### src/rtl/shift_sequencer_4bit.sv
// Multi-step sequencer around an external 4-bit combinational shifter.
// Runs a command for cmd_count shifter passes and returns the final word.
module shift_sequencer_4bit #(
    parameter int CNT_W = 3
) (
    input  logic             clk,
    input  logic             rst,
    input  logic             cmd_valid,
    output logic             cmd_ready,
    input  logic [3:0]       cmd_word,
    input  logic [2:0]       cmd_sel,
    input  logic [CNT_W-1:0] cmd_count,
    input  logic             abort,
    output logic [3:0]       sh_word,
    output logic [2:0]       sh_sel,
    input  logic [3:0]       sh_result,
    output logic             res_valid,
    input  logic             res_ready,
    output logic [3:0]       res_word,
    output logic             busy,
    output logic [7:0]       done_cnt
);

    localparam logic [1:0] IDLE  = 2'b00;
    localparam logic [1:0] SHIFT = 2'b01;
    localparam logic [1:0] DONE  = 2'b10;

    logic [1:0]       state;
    logic [3:0]       data_q;
    logic [2:0]       sel_q;
    logic [CNT_W-1:0] rem_q;

    always_ff @(posedge clk or posedge rst) begin
        if (rst) begin
            state    <= IDLE;
            data_q   <= 4'b0000;
            sel_q    <= 3'b000;
            rem_q    <= '0;
            done_cnt <= 8'd0;
        end else begin
            case (state)
                IDLE: begin
                    if (cmd_valid) begin
                        data_q <= cmd_word;
                        sel_q  <= cmd_sel;
                        rem_q  <= cmd_count;
                        state  <= (cmd_count == '0) ? DONE : SHIFT;
                    end
                end
                SHIFT: begin
                    if (abort) begin
                        state <= IDLE;
                    end else begin
                        data_q <= sh_result;
                        rem_q  <= rem_q - CNT_W'(1);
                        if (rem_q == CNT_W'(1))
                            state <= DONE;
                    end
                end
                DONE: begin
                    // Abort takes priority so a cancelled result is never counted.
                    if (abort) begin
                        state <= IDLE;
                    end else if (res_ready) begin
                        done_cnt <= done_cnt + 8'd1;
                        state    <= IDLE;
                    end
                end
                default: state <= IDLE;
            endcase
        end
    end

    assign sh_word   = data_q;
    assign sh_sel    = (state == SHIFT) ? sel_q : 3'b000;
    assign res_word  = data_q;
    assign cmd_ready = (state == IDLE);
    assign res_valid = (state == DONE);
    assign busy      = (state != IDLE);

endmodule

### config.mk
export PLATFORM = sky130hd
export DESIGN_NAME = shift_sequencer_4bit
export DESIGN_NICKNAME = d
export VERILOG_FILES = /design/src/rtl/shift_sequencer_4bit.sv
export SDC_FILE = /design/constraint.sdc
export NUM_CORES = 1
export LEC_CHECK = 0
export BUFFER_PORTS_ARGS = -buffer_cell sky130_fd_sc_hd__buf_2
export CAP_MARGIN = 0
export CORE_ASPECT_RATIO = 1.1
export CORE_MARGIN = 2
export CORE_UTILIZATION = 35
export CTS_BUF_LIST = sky130_fd_sc_hd__clkbuf_4 sky130_fd_sc_hd__clkbuf_8
export CTS_CLUSTER_DIAMETER = 30
export CTS_CLUSTER_SIZE = 12
export DETAILED_ROUTE_END_ITERATION = 12
export PLACE_DENSITY_LB_ADDON = 0.3
export SETUP_SLACK_MARGIN = 0.2
export SLEW_MARGIN = 20
export SYNTH_ARGS = -nofsm -noshare
export SYNTH_HDL_FRONTEND = slang
export SYNTH_SLANG_ARGS = --single-unit
### constraint.sdc
create_clock -name clk -period 2.8 [get_ports clk]
set_clock_uncertainty 0.05 [all_clocks]
set_input_delay 0.28 -clock clk [delete_from_list [all_inputs] [get_ports clk]]
set_output_delay 0.28 -clock clk [all_outputs]
set_load 0.05 [all_outputs]
==> results of run 1 <==
## cell type report
| class | instances | area [um^2] | share of cell area |
|---|---|---|---|
| repair buffers | 40 | 200 | 0.144 |
| clock inverters | 1 | 30.0 | 0.0216 |
| well taps | 34 | 42.5 | 0.0306 |
| inverters | 6 | 22.5 | 0.0162 |
| multi-input cells | 62 | 572 | 0.411 |
| clock buffers | 3 | 22.5 | 0.0162 |
| flip-flops and latches | 20 | 500 | 0.360 |
## where the power goes
group / total (mW) / leakage (nW) / internal (mW) / switching, mW
Clock: 0.239 / 0.0279 / 0.145 / 0.0942
Sequential: 0.448 / 0.253 / 0.375 / 0.0730
Combinational: 0.787 / 0.448 / 0.260 / 0.527
Total: 1.47 / 0.729 / 0.779 / 0.694
## cells by family (layout without fill, tap and decap cells)
kind of cell,after synthesis,in the layout,synth area share
compound gates,8,8,0.0648
xor+xnor,7,7,0.0529
fa+ha+maj,3,3,0.0324
buf+inv,13,50,0.0745
flops,20,20,0.432
mux,13,13,0.144
simple gates,31,31,0.200
## metrics by stage
step | power, mW | hold slack, ns | area [um^2]
2_1_floorplan | 1.15 | 0.194 | 1160
3_3_place_gp | 1.24 | 0.405 | 1340
3_5_place_dp | 1.25 | 0.407 | 1340
4_1_cts | 1.49 | 0.0879 | 1390
5_1_grt | 1.57 | 0.112 | 1390
6_report | 1.47 | 0.0463 | 1390
## per-layer routing
metal / GRT usage / vias up
met5: 0 / -
met4: 0.0426 / 0
met3: 0.0182 / 4
met2: 0.206 / 31
met1: 0.172 / 382
li1: - / 398
## registers in the layout (all words and copies together), names as in the netlist
name / count
sel_q: 3
res_word: 4
done_cnt: 8
rem_q: 3
state: 2
## path summary, 6_finish.rpt
path                             start          end  slack, ns  depth (start not counted)
hold / removal                     rst  res_word[3]       0.05                          2
min in group clk            cmd_sel[0]     sel_q[0]       0.15                          2
hold reg to reg            done_cnt[7]  done_cnt[7]       0.42                          1
setup reg to reg              state[0]  res_word[3]       1.09                          3
max in group asynchronous          rst  res_word[1]       2.17                          2
setup / recovery              state[0]    sh_sel[1]       0.79                          3
## synth_stat cells, types with 2 or more instances
| master | instances | area [um^2] |
|---|---|---|
| buf_4 | 4 | 30.0 |
| ha_1 | 3 | 37.5 |
| dfrtp_1 | 20 | 500 |
| mux2_4 | 6 | 90.1 |
| xor2_1 | 3 | 26.3 |
| mux2i_1 | 2 | 20.0 |
| nor3_1 | 2 | 10.0 |
| xnor2_1 | 4 | 35.0 |
| or4b_1 | 2 | 20.0 |
| nand4_1 | 2 | 12.5 |
| and2_1 | 3 | 18.8 |
| buf_6 | 3 | 33.8 |
| nand2_1 | 9 | 33.8 |
| inv_1 | 6 | 22.5 |
| nor2_1 | 2 | 7.51 |
| mux2_2 | 5 | 56.3 |
==> results.txt, run 1 <==
Row cnt -> 21
Dpl ws -> 1.11 ns
Worst-path fanout max -> 11
GRT Util Overall -> 0.127
Largest net degree at the start of global routing -> 21
Clock sink total -> 20
# DRC -> 4
Final cell count without fillers -> 166
TritonCTS clock tree -> built
Post-Syn Area per Cell -> 12.2 um^2
Sum of buffers and inverters on the critical path -> 1
Placeable Area -> 3100 um^2
Vias -> 815
Fraction of layout cells with a size suffix above 1 -> 0.477
Syn_nets -> 117
RePlAce Congestion -> 0.736
Die height -> 64.3 um
Final HPWL DP -> 1.65 mm
Initial antenna violation count -> 0
DIE AREA -> 3790 um^2
Post-synth ARST share -> 1.00
Clock Latency Late Sink -> 0.30 ns
Most frequent cells in the layout -> 40 x buf_2, 20 x dfrtp_1, 9 x nand2_1, 6 x inv_1, 6 x mux2_4
Measured slew at the worst slew-check pin -> 0.778 ns
Buffers on Ports -> 40
RSZ-0062 raised after global routing -> false
# hold bufs at CTS -> 0
CP Cell Sequence -> nor2b_4 -> and2_1 -> buf_2
# setup viols final -> 0
Final Max Tran Viols -> 0
CTS clk-pin slew, worst paths -> 0.12 ns
CTS Root Cell -> clkbuf_4
Synthesis warning total -> 0
Initial core utilization -> 0.374
Final Core Density -> 0.448
Slowest cell on crit path -> dfrtp_1
Hold Path Class -> input pin to async pin
Sequential fraction of the synthesis area -> 0.432
MaxCap Viol Count -> 0
WL/cell -> 13.4 um
Vias in the first global route -> 838
Gr ovfl total -> 0
Setup tns final -> 0 ns
DRT Wirelength -> 2.22 mm
Final min period -> 2.01 ns
Largest delay share family, worst path -> simple AND/OR/NAND/NOR gates
Cts bufs inserted -> 3
Rel. slew slack -> 0.481
Final worst setup slack -> 0.791 ns
Chip Width -> 58.9 um
Net count, final -> 155
Critical path endpoint category -> output port
Max incr delay on CP -> 0.53 ns
Synthesis-to-layout area growth -> 20.0%
Status -> complete, but fails checks
DR top layer -> met4
Diodes inserted -> 0
DRT Pass-1 Iters -> 8
Most common cell after layout, fill and taps aside -> buf_2
1st-iter DRT viols -> 30
Startpoint type of the worst setup path -> flip-flop
Seq cells post-synth -> 20
Synth Flop Type -> dfrtp_1
Max IR drop VDD -> 0.411 mV
WP data arrival -> 1.68 ns
Post-Syn Area -> 1160 um^2
Post-CTS Setup Repair Bufs -> 0
Post-Synthesis Cells -> 95
Post-cts resize count -> 0
Htree depth -> 1
First-pass GRT wire length -> 3.73 mm
Critical path class -> flip-flop to output port
# fillers -> 311
I/O pin count -> 41
Placed Instances -> 162
F_max -> 498 MHz
Failing checks -> DRC
Post-route ant nets -> 0
CP required -> 2.47 ns
Leakage power -> 0.729 nW
Post-synth EDFFs -> 0
Tcrit/Tclk final -> 0.718
Wl on met1 -> 1.02 mm
Metal3 WL -> 140 um
Met2 wire length -> 1.03 mm
Maximum clock path buffer count -> 2
Power per cell area -> 1060 nW/um^2
Final Hold Viols -> 0
Yosys cell types -> 35
DR vias/cell -> 4.91
Note: power is estimated with default switching activity, not from simulation.
==> run 2: changes to the inputs <==
==> constraint.sdc (replaced) <==
create_clock -name clk -period 1.65 [get_ports clk]
set_clock_uncertainty 0.05 [all_clocks]
set_input_delay 0.165 -clock clk [delete_from_list [all_inputs] [get_ports clk]]
set_output_delay 0.165 -clock clk [all_outputs]
set_load 0.05 [all_outputs]
==> run 2 against run 1 <==
  * The flow still finishes with violations (DRC)
  * Worst hold slack got worse by 0.0083 ns
  * Flip-flop and latch count unchanged
  * Non-clock buffer count is 14 higher
  * Global-route usage increased by 1.9 points
  * Combinational power is 110% higher
  * Final cell count increased by 7.8%
  * Utilization is 6.2 points higher
  * Final area up 14%
  * Critical path depth did not move
  * Sequential power up 68%
  * Critical endpoint is now res_valid
==> results.txt, run 2 (synthesis results as in run 1) <==
Slowest cell on crit path -> dfrtp_2
Initial core utilization -> 0.374
Largest delay share family, worst path -> flip-flops
Fin area -> 1580 um^2
Tcrit/Tclk final -> 0.910
Setup tns final -> 0 ns
DR vias/cell -> 4.94
Sw power -> 1.26 mW
CTS clk-pin slew, worst paths -> 0.11 ns
Placeable Area -> 3100 um^2
Status -> complete, but fails checks
Post-place instance area -> 1380 um^2
Max IR drop VDD -> 0.663 mV
1st-iter DRT viols -> 23
Synthesis-to-layout area growth -> 36.5%
Most frequent cells in the layout -> 34 x buf_2, 19 x dfrtp_1, 10 x buf_4, 9 x nand2_1, 7 x mux2_4
Final min period -> 1.50 ns
First-pass GRT wire length -> 4.27 mm
Comb power frac -> 0.628
Hold Path Class -> input pin to flip-flop
Rel. slew slack -> 0.810
# setup viols final -> 0
Fraction of layout cells with a size suffix above 1 -> 0.586
Cell internal pwr -> 1.39 mW
Critical path class -> flip-flop to output port
Sum of buffers and inverters on the critical path -> 2
WP data arrival -> 1.29 ns
Vias -> 885
Largest Register -> done_cnt
Leakage power -> 0.830 nW
Htree depth -> 1
Final HPWL DP -> 1.74 mm
DRT Wirelength -> 2.62 mm
Clock network power share -> 0.089
Clock sink total -> 20
Crit Reg-Reg Startpoint -> state[0]
RePlAce Congestion -> 0.842
# DRC -> 4
R2R setup slack -> 0.15 ns
Chip Width -> 58.9 um
Buffers on Ports -> 40
Most common cell after layout, fill and taps aside -> buf_2
Cts bufs inserted -> 3
CP Capture Point -> res_valid
Diodes inserted -> 0
Final Hold Viols -> 0
TritonCTS clock tree -> built
Worst hold margin -> 0.0379 ns
Final Max Tran Viols -> 0
Critical path depth in cells -> 3
Final Core Density -> 0.510
Worst-path fanout max -> 4
Critical path endpoint category -> output port
Die height -> 64.3 um
WL/cell -> 14.6 um
Largest register FFs -> 8
CP required -> 1.43 ns
I/O pin count -> 41
CP Cell Sequence -> buf_4 -> and2b_2 -> buf_8
Net count, final -> 169
Row cnt -> 21
DIE AREA -> 3790 um^2
Maximum clock path buffer count -> 2
Gr ovfl total -> 0
F_max -> 666 MHz
Initial antenna violation count -> 0
Max incr delay on CP -> 0.45 ns
Startpoint type of the worst setup path -> flip-flop
Flop pwr share -> 0.283
Worst r2r dst -> res_word[2]
Sw frac -> 0.475
MaxCap Viol Count -> 0
Vias in the first global route -> 950
Power per cell area -> 1680 nW/um^2
CTS Root Cell -> clkbuf_4
Reg2Reg Depth -> 4
GRT Util Overall -> 0.146
Clock Latency Late Sink -> 0.30 ns
Post-route ant nets -> 0
Largest net degree at the start of global routing -> 21
Failing checks -> DRC
Critical Path Start -> state[0]
Measured slew at the worst slew-check pin -> 0.285 ns
RSZ-0062 raised after global routing -> true
DRT Pass-1 Iters -> 8
==> run 2: cell types whose count changed in the layout (fill, tap and decap cells not counted), sizes merged <==
cell,change
bufinv,-1
buf,+13
dlygate4sd3,+1
==> run 2: final cells by class <==
| cell class | instances | area [um^2] |
|---|---|---|
| tap | 34 | 42.5 |
| inverter | 6 | 22.5 |
| sequential | 20 | 502 |
| multi-input combinational | 62 | 621 |
| fill | 293 | 1520 |
| clock buffer | 3 | 22.5 |
| timing repair buffer | 54 | 372 |
==> run 2: power groups by stage <==
stage	registers [mW]	logic [mW]	clock network, mW
after floorplan	0.977	0.979	0
after global placement	0.754	1.41	0
after detailed placement	0.763	1.41	0
after CTS	0.752	1.61	0.247
after global routing	0.777	1.76	0.268
final	0.752	1.67	0.236
==> run 2: how the worst min path moves through the flow <==
| stage | startpoint | end | slack, ns | cells past startpoint |
|---|---|---|---|---|
| 6_report | cmd_sel[2] | sel_q[2] | 0.04 | 2 |
| 5_1_grt | cmd_sel[2] | sel_q[2] | 0.03 | 2 |
| 4_1_cts | cmd_sel[2] | sel_q[2] | 0.03 | 2 |
| 3_5_place_dp | rst | done_cnt[7] | 0.17 | 3 |
| 3_3_place_gp | rst | done_cnt[7] | 0.16 | 3 |
| 2_1_floorplan | rst | done_cnt[0] | 0.08 | 1 |
==> run 2: metal layers <==
metal,share of wire,track usage,vias up
met1,0.44,0.193,424
met5,0,0,-
met3,0.065,0.0283,6
met2,0.48,0.222,29
li1,-,-,426
met4,0.017,0.0767,0
==> run 2: metrics by stage <==
step	setup slack (ns)	std cells	power, mW
6_report	0.149	179	2.66
5_1_grt	0.0942	179	2.81
4_1_cts	0.146	176	2.61
3_5_place_dp	0.141	167	2.18
3_3_place_gp	0.194	167	2.16
2_1_floorplan	0.194	95	1.96
==> run 2: what timing repair did <==
action | 4_1_cts | 5_1_grt
hold endpoints to repair | 20 | 0
setup buffers | 5 | 3
pin swaps | 4 | 7
resized for setup | 21 | 9
setup endpoints to repair | 11 | 16
hold buffers | 1 | 0
